==> config.mk <==
export PLATFORM = sky130hd
export DESIGN_NAME = serial_subtractor
export DESIGN_NICKNAME = d
export VERILOG_FILES = /design/src/rtl/serial_subtractor.sv
export SDC_FILE = /design/constraint.sdc
export NUM_CORES = 1
export LEC_CHECK = 0
export BUFFER_PORTS_ARGS = -buffer_cell sky130_fd_sc_hd__buf_4
export CAP_MARGIN = 20
export CORE_ASPECT_RATIO = 1.1
export CORE_MARGIN = 2
export CORE_UTILIZATION = 35
export DETAILED_ROUTE_END_ITERATION = 6
export PLACE_DENSITY_LB_ADDON = 0.15
export SLEW_MARGIN = 10
export SYNTH_ARGS = -nofsm -noshare
export SYNTH_HDL_FRONTEND = slang
export SYNTH_SLANG_ARGS = --single-unit
==> constraint.sdc <==
create_clock -name clk_i -period 2.72 [get_ports clk_i]
set_input_delay 0.544 -clock clk_i [delete_from_list [all_inputs] [get_ports clk_i]]
set_output_delay 0.544 -clock clk_i [all_outputs]
set_load 0.02 [all_outputs]
==> src/rtl/serial_subtractor.sv <==
// serial_subtractor: bit-serial A - B, LSB first, one bit per clock.
// A full-subtractor cell is fed from the LSBs of two operand shift registers
// and a borrow flip-flop. The result is collected in a right-shifting register
// and published in parallel together with a one-cycle done pulse.
// Optional macro SERIAL_SUB_SIGNED_OVF_EN adds ovf_o, the two's-complement
// signed overflow flag of the completed subtraction.
// Handshake: start_i is a request sampled only while the FSM is IDLE, and
// there is no ready signal. A start seen in SHIFT or DONE is dropped. busy_o
// marks the SHIFT window. done_o is a one-cycle valid strobe for
// diff_o/borrow_o, which hold until the next completed operation.
module serial_subtractor #(
  parameter int WIDTH = 8
) (
  input  logic             clk_i,
  input  logic             rst_i,
  input  logic             start_i,
  input  logic [WIDTH-1:0] a_i,
  input  logic [WIDTH-1:0] b_i,
  output logic             busy_o,
  output logic             done_o,
  output logic [WIDTH-1:0] diff_o,
  output logic             borrow_o,
`ifdef SERIAL_SUB_SIGNED_OVF_EN
  output logic             ovf_o,
`endif
  output logic             bit_o,
  output logic             bit_vld_o
);

  localparam int CNT_W = $clog2(WIDTH);
  localparam int RES_W = WIDTH - 1;
  localparam logic [CNT_W-1:0] LAST_CNT = CNT_W'(WIDTH - 1);

  typedef enum logic [1:0] {
    IDLE  = 2'd0,
    SHIFT = 2'd1,
    DONE  = 2'd2
  } state_t;

  // state_q is the FSM state; bind checkers observe it directly
  state_t state_q;
  state_t state_d;

  logic [WIDTH-1:0] a_sh;
  logic [WIDTH-1:0] b_sh;
  // Holds the WIDTH-1 bits already produced. The final bit is concatenated on
  // the last edge, so the register never needs a slot that is thrown away.
  logic [RES_W-1:0] res_sh;
  logic [CNT_W-1:0] cnt_q;
  logic             borrow_ff;
  logic [WIDTH-1:0] diff_q;
  logic             borrow_q;
  logic             done_q;
`ifdef SERIAL_SUB_SIGNED_OVF_EN
  logic             ovf_q;
`endif

  logic d_bit;
  logic bout;
  logic last_bit;

  // Full-subtractor cell on the current operand LSBs and the stored borrow
  always_comb begin
    d_bit    = a_sh[0] ^ b_sh[0] ^ borrow_ff;
    bout     = (~a_sh[0] & b_sh[0]) | (~a_sh[0] & borrow_ff) | (b_sh[0] & borrow_ff);
    last_bit = (cnt_q == LAST_CNT);
  end

  // FSM state register
  always_ff @(posedge clk_i) begin
    if (rst_i) begin
      state_q <= IDLE;
    end else begin
      state_q <= state_d;
    end
  end

  // FSM next-state logic
  always_comb begin
    state_d = state_q;
    case (state_q)
      IDLE:    if (start_i) state_d = SHIFT;
      SHIFT:   if (last_bit) state_d = DONE;
      DONE:    state_d = IDLE;
      default: state_d = IDLE;
    endcase
  end

  // Operand capture, serial shifting and result publication
  always_ff @(posedge clk_i) begin
    if (rst_i) begin
      a_sh      <= '0;
      b_sh      <= '0;
      res_sh    <= '0;
      cnt_q     <= '0;
      borrow_ff <= 1'b0;
      diff_q    <= '0;
      borrow_q  <= 1'b0;
      done_q    <= 1'b0;
`ifdef SERIAL_SUB_SIGNED_OVF_EN
      ovf_q     <= 1'b0;
`endif
    end else begin
      done_q <= 1'b0;
      case (state_q)
        IDLE: begin
          if (start_i) begin
            a_sh      <= a_i;
            b_sh      <= b_i;
            cnt_q     <= '0;
            borrow_ff <= 1'b0;
          end
        end
        SHIFT: begin
          a_sh      <= a_sh >> 1;
          b_sh      <= b_sh >> 1;
          res_sh    <= RES_W'({d_bit, res_sh} >> 1);
          borrow_ff <= bout;
          cnt_q     <= cnt_q + CNT_W'(1);
          if (last_bit) begin
            // a_sh[0]/b_sh[0] are the operand MSBs on this final cycle
            diff_q   <= {d_bit, res_sh};
            borrow_q <= bout;
            done_q   <= 1'b1;
`ifdef SERIAL_SUB_SIGNED_OVF_EN
            ovf_q    <= (a_sh[0] ^ b_sh[0]) & (d_bit ^ a_sh[0]);
`endif
          end
        end
        default: begin
        end
      endcase
    end
  end

  assign busy_o    = (state_q == SHIFT);
  assign bit_vld_o = (state_q == SHIFT);
  assign bit_o     = (state_q == SHIFT) & d_bit;
  assign done_o    = done_q;
  assign diff_o    = diff_q;
  assign borrow_o  = borrow_q;
`ifdef SERIAL_SUB_SIGNED_OVF_EN
  assign ovf_o     = ovf_q;
`endif

endmodule

==> impl_metrics.xml, run 1 <==
<?xml version="1.0" encoding="UTF-8"?>
<metrics>
  <group name="grt">
    <metric name="first_pass_grt_wire_length" unit="um">5561</metric>
    <metric name="residual_overflow_from_global_routing" unit="">0</metric>
    <metric name="first_global_vias" unit="">1240</metric>
    <metric name="grt_util_all_layers" unit="%">14.70</metric>
    <metric name="grt_antenna_before_repair" unit="">0</metric>
    <metric name="grt_start_max_net_pins" unit="">40</metric>
  </group>
  <group name="setup_path">
    <metric name="end_kind" unit="">output port</metric>
    <metric name="critical_path.reg2reg.startpoint" unit="">cnt_q[0]</metric>
    <metric name="critPathKind" unit="">reg2out</metric>
    <metric name="timing.critical_path.slowest_stage_cell" unit="">fa_1</metric>
    <metric name="worstRegToRegCells" unit="">5</metric>
    <metric name="setup.worst_path.start_class" unit="">flip-flop</metric>
    <metric name="worst_path_largest_cell_delay" unit="ns">0.61</metric>
    <metric name="worst_ep_required_time" unit="ns">2.18</metric>
    <metric name="crit_family" unit="">adder cells</metric>
    <metric name="reg2reg_to" unit="">diff_o[6]</metric>
    <metric name="worst-path-buf-inv" unit="">2</metric>
    <metric name="ff2ff_setup_slack" unit="ns">0.97</metric>
    <metric name="worstPathArrival" unit="ns">1.56</metric>
    <metric name="path_cells" unit="">inv_1 -&gt; fa_1 -&gt; nor2_1 -&gt; buf_4</metric>
    <metric name="critical_path_maximum_fanout" unit="">3</metric>
  </group>
  <group name="synth">
    <metric name="syn_avg_cell_area" unit="um^2">9.314</metric>
    <metric name="post_synth_instance_area" unit="um^2">1574</metric>
    <metric name="ys_types" unit="">23</metric>
    <metric name="postSynthRegisterBits" unit="">39</metric>
    <metric name="post_synth_inst_count" unit="">169</metric>
    <metric name="synth_top_cell_area_share" unit="%">49.60</metric>
    <metric name="ys_warn_count" unit="">0</metric>
    <metric name="synth_top_cells_by_area" unit="">dfxtp_1, mux2i_1, a211oi_1, nor2_1, a21oi_1</metric>
    <metric name="ys_seq_area_share" unit="%">49.60</metric>
    <metric name="syn-num-nets" unit="">191</metric>
    <metric name="synth.largest_area_cell" unit="">dfxtp_1</metric>
  </group>
  <group name="detailed_routing">
    <metric name="routed-via-count" unit="">1246</metric>
    <metric name="drt-wirelength-per-cell" unit="um">12.85</metric>
    <metric name="postRouteAntennaNets" unit="">0</metric>
    <metric name="detailedRoute.firstPassIterationCount" unit="">4</metric>
    <metric name="drt_iter0_drc" unit="">76</metric>
    <metric name="post_dr_vias_cell" unit="">5.045</metric>
    <metric name="drt-total-wl" unit="um">3175</metric>
    <metric name="drt_drc_violations_left" unit="">0</metric>
  </group>
  <group name="die">
    <metric name="initial_utilization" unit="%">36.46</metric>
    <metric name="die_h" unit="um">74.34</metric>
    <metric name="core_area" unit="um^2">4317</metric>
    <metric name="chipWidth" unit="um">67.94</metric>
    <metric name="floorplan.rows" unit="">25</metric>
    <metric name="io-pin-count" unit="">32</metric>
    <metric name="die_area" unit="um^2">5050</metric>
  </group>
  <group name="cts">
    <metric name="clk_path_buf_depth" unit="">2</metric>
    <metric name="post_cts_resize_count" unit="">0</metric>
    <metric name="clock_sink_count" unit="">39</metric>
    <metric name="cts.reportedPaths.clkPinSlew" unit="ns">0.07</metric>
    <metric name="cts_tree" unit="">yes</metric>
    <metric name="worst_skew_pair.late_latency" unit="ns">0.28</metric>
    <metric name="cts.repair_timing.setup_buffer_count" unit="">0</metric>
    <metric name="cts-buffers-inserted" unit="">5</metric>
    <metric name="h-tree-depth" unit="">2</metric>
    <metric name="cts_hold_repair.buffers" unit="">0</metric>
    <metric name="clock-root-buffer" unit="">clkbuf_8</metric>
  </group>
  <group name="final_layout">
    <metric name="layout-drive-gt1-share" unit="%">20.73</metric>
    <metric name="final_net_count" unit="">216</metric>
    <metric name="final_util" unit="%">43.10</metric>
    <metric name="layout.cells.non_filler" unit="">247</metric>
    <metric name="layout-area-overhead-vs-synth" unit="%">18.20</metric>
    <metric name="antennaDiodeCount" unit="">0</metric>
    <metric name="n_fill_cell" unit="">455</metric>
  </group>
  <group name="hold_path">
    <metric name="min-delay-start" unit="">diff_o[3]</metric>
    <metric name="min_path_cells" unit="">2</metric>
    <metric name="worstHoldPathType" unit="">reg2reg</metric>
    <metric name="hold-path-endpoint" unit="">diff_o[3]</metric>
  </group>
  <group name="sta">
    <metric name="fin_worst_hold_slack" unit="ns">0.4534</metric>
    <metric name="maximum_clock_skew_at_final_layout" unit="ns">0.003039</metric>
    <metric name="timing.slew.headroom" unit="%">39.95</metric>
    <metric name="timing.final.crit_share" unit="%">77.33</metric>
    <metric name="fin_tns_setup" unit="ns">0</metric>
    <metric name="tightest_slew" unit="ns">0.9007</metric>
    <metric name="grt_setup_unrepaired" unit="">no</metric>
    <metric name="period_minus_slack" unit="ns">2.103</metric>
    <metric name="setup_viol" unit="">0</metric>
    <metric name="slew_violations" unit="">0</metric>
    <metric name="finalHoldViolations" unit="">0</metric>
    <metric name="fmax" unit="MHz">475.4</metric>
  </group>
  <group name="place">
    <metric name="dp.final_hpwl" unit="um">2129</metric>
    <metric name="gp_congestion" unit="">0.7025</metric>
    <metric name="dpl.cell_count" unit="">241</metric>
    <metric name="io_buffers" unit="">31</metric>
  </group>
  <group name="pwr">
    <metric name="worst_ir_drop_vdd" unit="mV">0.3058</metric>
    <metric name="p_per_area" unit="nW/um^2">581.7</metric>
    <metric name="leakage" unit="nW">0.7668</metric>
    <metric name="power" unit="W">0.001082</metric>
  </group>
  <group name="run_status">
    <metric name="outcome" unit="">complete, no violations</metric>
  </group>
  <group name="job">
    <metric name="drv.max_cap_violation_count" unit="">0</metric>
  </group>
</metrics>
[registers in the layout (all words and copies together) (netlist names)]
| register | count |
|---|---|
| a_sh | 8 |
| b_sh | 8 |
| diff_o | 8 |
| res_sh | 7 |
| cnt_q | 3 |
| state_q | 2 |
| borrow_ff | 1 |
| borrow_o | 1 |
| done_o | 1 |
[worst min-delay path, delay by kind of cell (launching register included)]
kind	cells	cell delay [ns]
DFF	1	0.31
and+or+nand+nor	1	0.05
AOI/OAI and AO/OA	1	0.05
[worst max path at each step]
stage / from / end / slack (ns) / cells past startpoint
4_1_cts: a_sh[0] / bit_o / 0.60 / 4
6_report: a_sh[0] / bit_o / 0.62 / 4
3_3_place_gp: start_i / a_sh[6] / 0.91 / 4
3_5_place_dp: start_i / a_sh[5] / 0.88 / 4
2_1_floorplan: a_sh[0] / bit_o / 1.00 / 3
5_1_grt: a_sh[0] / bit_o / 0.54 / 4
[power breakdown]
group / internal (W) / total [W] / switching (W)
clock network: 0.000171 / 0.000350 / 0.000180
logic: 0.0000549 / 0.000121 / 0.0000658
registers: 0.000596 / 0.000611 / 0.0000154
total: 0.000821 / 0.00108 / 0.000261
[kinds of logic (layout without fill, tap and decap cells)]
| family | after synthesis | in the layout | synth area share, % |
|---|---|---|---|
| buffers and inverters | 17 | 41 | 6.677 |
| AO/OA/AOI/OAI | 37 | 37 | 15.58 |
| adder cells (fa/ha/maj) | 3 | 3 | 2.861 |
| multiplexers | 16 | 16 | 10.17 |
| AND/OR/NAND/NOR | 57 | 57 | 15.10 |
| flip-flops | 39 | 39 | 49.60 |
[synthesized netlist by cell type, drive strengths merged]
library cell  instances
dfxtp                39
nor2                 24
nand2                20
mux2i                16
a211oi               15
a21oi                15
buf                   8
nand3                 8
clkbuf                6
a22oi                 5
inv                   3
ha                    2
nand2b                2
a311oi                1
fa                    1
nand3b                1
nor3                  1
nor3b                 1
o21bai                1
[routing by layer]
layer	up-vias	wire, um	track usage, %
li1	633	-	-
met1	580	1547	17.95
met2	26	1397	23.84
met3	7	172	3.782
met4	0	58	7.333
met5	-	0	0
[final cells by class]
class,count,area [um^2],area share (%)
flip-flops and latches,39,780.7,41.96
repair buffers,32,240.2,12.91
multi-input cells,113,688.2,36.99
inverters,3,11.26,0.6052
well taps,54,67.56,3.631
clock buffers,6,72.57,3.900
[cell usage in the layout (no fill, tap or decap)]
| master | n |
|---|---|
| clkbuf_1 | 1 |
| fa_1 | 1 |
| a211oi_1 | 15 |
| nor3b_1 | 1 |
| inv_1 | 1 |
| o21bai_2 | 1 |
| nand3_1 | 8 |
| nand2b_1 | 2 |
| nor2_1 | 24 |
| a21oi_1 | 15 |
| mux2i_1 | 16 |
| nand3b_1 | 1 |
| a311oi_1 | 1 |
| buf_4 | 32 |
| a22oi_1 | 5 |
| inv_2 | 2 |
| dfxtp_1 | 39 |
| nand2_1 | 20 |
| ha_1 | 2 |
| clkbuf_8 | 5 |
| nor3_1 | 1 |
[through the flow]
step	worst slack, ns	instance area (um^2)
2_1_floorplan	1.002	1574
3_3_place_gp	0.9102	1788
3_5_place_dp	0.8830	1788
4_1_cts	0.6016	1861
5_1_grt	0.5427	1861
6_report	0.6167	1861
No activity file was read; power rests on OpenSTA's default activity.
==> inputs of run 2 (changes only) <==
Clock period 2.72 ns to 2.05 ns, I/O delays scaled along.
==> impl_metrics.xml, run 2 (synthesis gave the netlist of run 1 again) <==
<?xml version="1.0" encoding="UTF-8"?>
<metrics>
  <group name="grt">
    <metric name="grt_antenna_before_repair" unit="">0</metric>
    <metric name="grt_start_max_net_pins" unit="">40</metric>
    <metric name="residual_overflow_from_global_routing" unit="">0</metric>
    <metric name="grt_util_all_layers" unit="%">15.09</metric>
    <metric name="first_pass_grt_wire_length" unit="um">5664</metric>
    <metric name="first_global_vias" unit="">1244</metric>
  </group>
  <group name="cts">
    <metric name="h-tree-depth" unit="">2</metric>
    <metric name="cts.repair_timing.setup_buffer_count" unit="">0</metric>
    <metric name="cts-buffers-inserted" unit="">5</metric>
    <metric name="cts_hold_repair.buffers" unit="">0</metric>
    <metric name="clk_path_buf_depth" unit="">2</metric>
    <metric name="clock-root-buffer" unit="">clkbuf_8</metric>
    <metric name="cts_tree" unit="">yes</metric>
    <metric name="post_cts_resize_count" unit="">0</metric>
    <metric name="worst_skew_pair.late_latency" unit="ns">0.28</metric>
    <metric name="cts.reportedPaths.clkPinSlew" unit="ns">0.07</metric>
    <metric name="clock_sink_count" unit="">39</metric>
  </group>
  <group name="setup_path">
    <metric name="worst_ep_required_time" unit="ns">1.64</metric>
    <metric name="worst_path_largest_cell_delay" unit="ns">0.52</metric>
    <metric name="critical_path_maximum_fanout" unit="">3</metric>
    <metric name="setup.worst_path.start_class" unit="">flip-flop</metric>
    <metric name="worstPathArrival" unit="ns">1.53</metric>
    <metric name="reg2reg_to" unit="">diff_o[7]</metric>
    <metric name="end_kind" unit="">output port</metric>
    <metric name="path_cells" unit="">inv_1 -&gt; fa_1 -&gt; nor2_1 -&gt; buf_4</metric>
    <metric name="crit_family" unit="">adder cells</metric>
    <metric name="worst-path-buf-inv" unit="">2</metric>
    <metric name="critical_path.reg2reg.startpoint" unit="">state_q[0]</metric>
    <metric name="timing.critical_path.slowest_stage_cell" unit="">fa_1</metric>
    <metric name="worstRegToRegCells" unit="">5</metric>
    <metric name="ff2ff_setup_slack" unit="ns">0.42</metric>
    <metric name="critPathKind" unit="">reg2out</metric>
  </group>
  <group name="place">
    <metric name="postPlaceCellArea" unit="um^2">1810</metric>
    <metric name="io_buffers" unit="">31</metric>
    <metric name="dp.final_hpwl" unit="um">2273</metric>
    <metric name="gp_congestion" unit="">0.6850</metric>
    <metric name="dpl.cell_count" unit="">244</metric>
  </group>
  <group name="sta">
    <metric name="timing.final.crit_share" unit="%">94.56</metric>
    <metric name="fin_tns_setup" unit="ns">0</metric>
    <metric name="maximum_clock_skew_at_final_layout" unit="ns">0.003398</metric>
    <metric name="tightest_slew" unit="ns">0.4190</metric>
    <metric name="fmax" unit="MHz">515.9</metric>
    <metric name="fin_worst_hold_slack" unit="ns">0.3622</metric>
    <metric name="grt_setup_unrepaired" unit="">no</metric>
    <metric name="finalHoldViolations" unit="">0</metric>
    <metric name="setup_viol" unit="">0</metric>
    <metric name="timing.slew.headroom" unit="%">72.07</metric>
    <metric name="period_minus_slack" unit="ns">1.938</metric>
    <metric name="slew_violations" unit="">0</metric>
  </group>
  <group name="hold_path">
    <metric name="worstHoldPathType" unit="">in2reg</metric>
    <metric name="min_path_cells" unit="">3</metric>
    <metric name="min-delay-start" unit="">a_i[7]</metric>
    <metric name="hold-path-endpoint" unit="">a_sh[7]</metric>
  </group>
  <group name="die">
    <metric name="chipWidth" unit="um">67.94</metric>
    <metric name="core_area" unit="um^2">4317</metric>
    <metric name="die_area" unit="um^2">5050</metric>
    <metric name="io-pin-count" unit="">32</metric>
    <metric name="floorplan.rows" unit="">25</metric>
    <metric name="die_h" unit="um">74.34</metric>
    <metric name="initial_utilization" unit="%">36.46</metric>
  </group>
  <group name="final_layout">
    <metric name="layout-drive-gt1-share" unit="%">22.84</metric>
    <metric name="most-common-layout-cells" unit="">dfxtp_1, buf_4, nor2_1</metric>
    <metric name="antennaDiodeCount" unit="">0</metric>
    <metric name="most_common_cell_after_layout_fill_and_taps_aside" unit="">dfxtp_1</metric>
    <metric name="layout-area-overhead-vs-synth" unit="%">20.59</metric>
    <metric name="final_net_count" unit="">219</metric>
    <metric name="final_util" unit="%">43.97</metric>
    <metric name="n_fill_cell" unit="">432</metric>
    <metric name="layout.cells.non_filler" unit="">251</metric>
    <metric name="postLayoutCellArea" unit="um^2">1898</metric>
  </group>
  <group name="run_status">
    <metric name="outcome" unit="">complete, no violations</metric>
  </group>
  <group name="pwr">
    <metric name="worst_ir_drop_vdd" unit="mV">0.3650</metric>
    <metric name="leakage" unit="nW">0.7920</metric>
    <metric name="p_per_area" unit="nW/um^2">779.7</metric>
  </group>
  <group name="detailed_routing">
    <metric name="postRouteAntennaNets" unit="">0</metric>
    <metric name="detailedRoute.firstPassIterationCount" unit="">4</metric>
    <metric name="drt_iter0_drc" unit="">49</metric>
    <metric name="routed-via-count" unit="">1248</metric>
    <metric name="drt-wirelength-per-cell" unit="um">13.06</metric>
    <metric name="drt_drc_violations_left" unit="">0</metric>
    <metric name="drt-total-wl" unit="um">3278</metric>
    <metric name="post_dr_vias_cell" unit="">4.972</metric>
  </group>
  <group name="job">
    <metric name="drv.max_cap_violation_count" unit="">0</metric>
  </group>
</metrics>
[run 2: cell types whose count changed in the layout (fill, tap and decap cells not counted)]
| cell | change |
|---|---|
| clkinv_2 | +1 |
| clkbuf_1 | -1 |
| buf_4 | +3 |
| clkbuf_8 | +1 |
[run 2: cell type report]
cell class | count | area [um^2] | share of cell area, %
inverter | 3 | 11.26 | 0.5933
timing repair buffer | 35 | 262.8 | 13.84
clock inverter | 1 | 5.005 | 0.2637
clock buffer | 6 | 82.58 | 4.351
sequential | 39 | 780.7 | 41.13
tap | 54 | 67.56 | 3.560
multi-input combinational | 113 | 688.2 | 36.26
[run 2: metrics by stage]
stage	power, W	setup WS (ns)
final	0.001480	0.1115
after global routing	0.001566	0.03873
after CTS	0.001505	0.09713
after detailed placement	0.0009905	0.4218
after global placement	0.0009849	0.4471
after floorplan	0.0009420	0.4660
[run 2: layer usage]
metal | wire length, um | GRT usage (%) | up-vias
met5 | 0 | 0 | -
met4 | 46 | 5.333 | 0
met3 | 163 | 4.992 | 5
met2 | 1597 | 24.16 | 25
met1 | 1469 | 18.94 | 577
li1 | - | - | 641
[run 2: tightest hold or removal path, delay by kind of cell]
family / cells / cell delay [ns]
buffers and inverters: 1 / 0.08
AND/OR/NAND/NOR: 1 / 0.07
AO/OA/AOI/OAI: 1 / 0.05
[run 2: where the power goes]
| part | total, W | switching (W) | internal [W] |
|---|---|---|---|
| Clock | 0.000508 | 0.000244 | 0.000264 |
| Combinational | 0.000162 | 0.0000871 | 0.0000745 |
| Sequential | 0.000810 | 0.0000198 | 0.000791 |
[run 2: worst max-delay path by stage]
stage	depth (start not counted)	start	endpoint
final	4	a_sh[0]	bit_o
after global routing	4	a_sh[0]	bit_o
after CTS	4	a_sh[0]	bit_o
after detailed placement	4	a_sh[0]	bit_o
after global placement	4	a_sh[0]	bit_o
after floorplan	3	a_sh[0]	bit_o
==> inputs of run 3 (changes only) <==
Settings changed: CTS_BUF_LIST set to sky130_fd_sc_hd__clkbuf_16.
==> impl_metrics.xml, run 3 (synthesis gave the netlist of run 1 again) <==
<?xml version="1.0" encoding="UTF-8"?>
<metrics>
  <group name="cts">
    <metric name="cts-buffers-inserted" unit="">5</metric>
    <metric name="cts_hold_repair.buffers" unit="">0</metric>
    <metric name="clock_sink_count" unit="">39</metric>
    <metric name="post_cts_resize_count" unit="">0</metric>
    <metric name="cts.reportedPaths.clkPinSlew" unit="ns">0.05</metric>
    <metric name="clk_path_buf_depth" unit="">2</metric>
    <metric name="cts_tree" unit="">yes</metric>
    <metric name="worst_skew_pair.late_latency" unit="ns">0.28</metric>
    <metric name="clock-root-buffer" unit="">clkbuf_16</metric>
    <metric name="h-tree-depth" unit="">2</metric>
    <metric name="cts.repair_timing.setup_buffer_count" unit="">0</metric>
  </group>
  <group name="die">
    <metric name="chipWidth" unit="um">67.94</metric>
    <metric name="initial_utilization" unit="%">36.46</metric>
    <metric name="core_area" unit="um^2">4317</metric>
    <metric name="die_h" unit="um">74.34</metric>
    <metric name="die_area" unit="um^2">5050</metric>
    <metric name="io-pin-count" unit="">32</metric>
    <metric name="floorplan.rows" unit="">25</metric>
  </group>
  <group name="place">
    <metric name="dp.final_hpwl" unit="um">2273</metric>
    <metric name="place_ws" unit="ns">0.4218</metric>
    <metric name="dpl.cell_count" unit="">244</metric>
    <metric name="io_buffers" unit="">31</metric>
    <metric name="gp_congestion" unit="">0.6850</metric>
  </group>
  <group name="sta">
    <metric name="fmax" unit="MHz">519.9</metric>
    <metric name="period_minus_slack" unit="ns">1.924</metric>
    <metric name="grt_setup_unrepaired" unit="">no</metric>
    <metric name="tightest_slew" unit="ns">0.4172</metric>
    <metric name="slew_violations" unit="">0</metric>
    <metric name="setup_viol" unit="">0</metric>
    <metric name="timing.final.crit_share" unit="%">93.83</metric>
    <metric name="maximum_clock_skew_at_final_layout" unit="ns">0.003479</metric>
    <metric name="fin_tns_setup" unit="ns">0</metric>
    <metric name="finalHoldViolations" unit="">0</metric>
    <metric name="setup_ws" unit="ns">0.1264</metric>
    <metric name="timing.slew.headroom" unit="%">72.19</metric>
  </group>
  <group name="final_layout">
    <metric name="layout-drive-gt1-share" unit="%">22.34</metric>
    <metric name="most-common-layout-cells" unit="">dfxtp_1, buf_4, nor2_1</metric>
    <metric name="most_common_cell_after_layout_fill_and_taps_aside" unit="">dfxtp_1</metric>
    <metric name="final_util" unit="%">45.04</metric>
    <metric name="antennaDiodeCount" unit="">0</metric>
    <metric name="layout.cells.non_filler" unit="">251</metric>
    <metric name="final_net_count" unit="">219</metric>
    <metric name="n_fill_cell" unit="">428</metric>
    <metric name="layout-area-overhead-vs-synth" unit="%">23.53</metric>
  </group>
  <group name="detailed_routing">
    <metric name="drt_drc_violations_left" unit="">0</metric>
    <metric name="detailedRoute.firstPassIterationCount" unit="">4</metric>
    <metric name="routed-via-count" unit="">1260</metric>
    <metric name="drt_iter0_drc" unit="">51</metric>
    <metric name="postRouteAntennaNets" unit="">0</metric>
    <metric name="drt-total-wl" unit="um">3310</metric>
    <metric name="post_dr_vias_cell" unit="">5.020</metric>
    <metric name="drt-wirelength-per-cell" unit="um">13.19</metric>
  </group>
  <group name="setup_path">
    <metric name="critical_path.reg2reg.startpoint" unit="">state_q[0]</metric>
    <metric name="worst_ep_required_time" unit="ns">1.64</metric>
    <metric name="worstPathArrival" unit="ns">1.51</metric>
    <metric name="setup.worst_path.start" unit="">a_sh[0]</metric>
    <metric name="end_kind" unit="">output port</metric>
    <metric name="critPathKind" unit="">reg2out</metric>
    <metric name="critical_path_maximum_fanout" unit="">3</metric>
    <metric name="setup.worst_path.start_class" unit="">flip-flop</metric>
  </group>
  <group name="grt">
    <metric name="grt_antenna_before_repair" unit="">0</metric>
    <metric name="first_global_vias" unit="">1250</metric>
    <metric name="grt_start_max_net_pins" unit="">40</metric>
    <metric name="first_pass_grt_wire_length" unit="um">5671</metric>
    <metric name="grt_util_all_layers" unit="%">15.24</metric>
    <metric name="residual_overflow_from_global_routing" unit="">0</metric>
  </group>
  <group name="pwr">
    <metric name="leakage" unit="nW">0.8120</metric>
    <metric name="p_per_area" unit="nW/um^2">862.6</metric>
    <metric name="worst_ir_drop_vdd" unit="mV">0.4537</metric>
  </group>
  <group name="hold_path">
    <metric name="min-delay-start" unit="">a_i[7]</metric>
    <metric name="worstHoldPathType" unit="">in2reg</metric>
  </group>
  <group name="run_status">
    <metric name="outcome" unit="">complete, no violations</metric>
  </group>
  <group name="job">
    <metric name="drv.max_cap_violation_count" unit="">0</metric>
  </group>
</metrics>
## run 3: stage by stage
step           hold WS (ns)  total power, W  instance area, um^2
5_1_grt              0.3994        0.001764                 1944
2_1_floorplan        0.4366       0.0009420                 1574
3_5_place_dp         0.4478       0.0009905                 1810
4_1_cts              0.3718        0.001705                 1944
3_3_place_gp         0.4457       0.0009849                 1810
6_report             0.3733        0.001677                 1944
## run 3: worst max-delay path, cell delays in order, from the launching register on
cell     delay [ns]
dfxtp_1        0.33
inv_1          0.06
fa_1           0.52
nor2_1         0.17
buf_4          0.17
## run 3: report_power, final
part | leakage (nW) | switching, W | total (W) | internal (W)
clock network | 0.0671 | 0.000268 | 0.000704 | 0.000436
logic | 0.426 | 0.0000873 | 0.000162 | 0.0000745
registers | 0.319 | 0.0000199 | 0.000812 | 0.000792
total | 0.812 | 0.000375 | 0.00168 | 0.00130
## run 3: worst paths after layout
check        slack [ns]         to  cells past startpoint
max                0.13      bit_o                      4
min                0.37    a_sh[7]                      3
max reg2reg        0.44  diff_o[7]                      5
min reg2reg        0.45  diff_o[0]                      2
## run 3: metal layers
layer	wire [um]	GRT usage, %
met1	1441	18.76
met2	1591	24.27
met3	215	4.539
met4	61	7.333
met5	0	0
## run 3: area by class of cell
class                           instances  area, um^2  area share (%)
Clock inverter                          2       8.758          0.4505
Tap cell                               54       67.56           3.475
Sequential cell                        39       780.7           40.15
Inverter                                3       11.26          0.5792
Multi-Input combinational cell        113       688.2           35.39
Timing Repair Buffer                   35       262.8           13.51
Clock buffer                            5       125.1           6.435
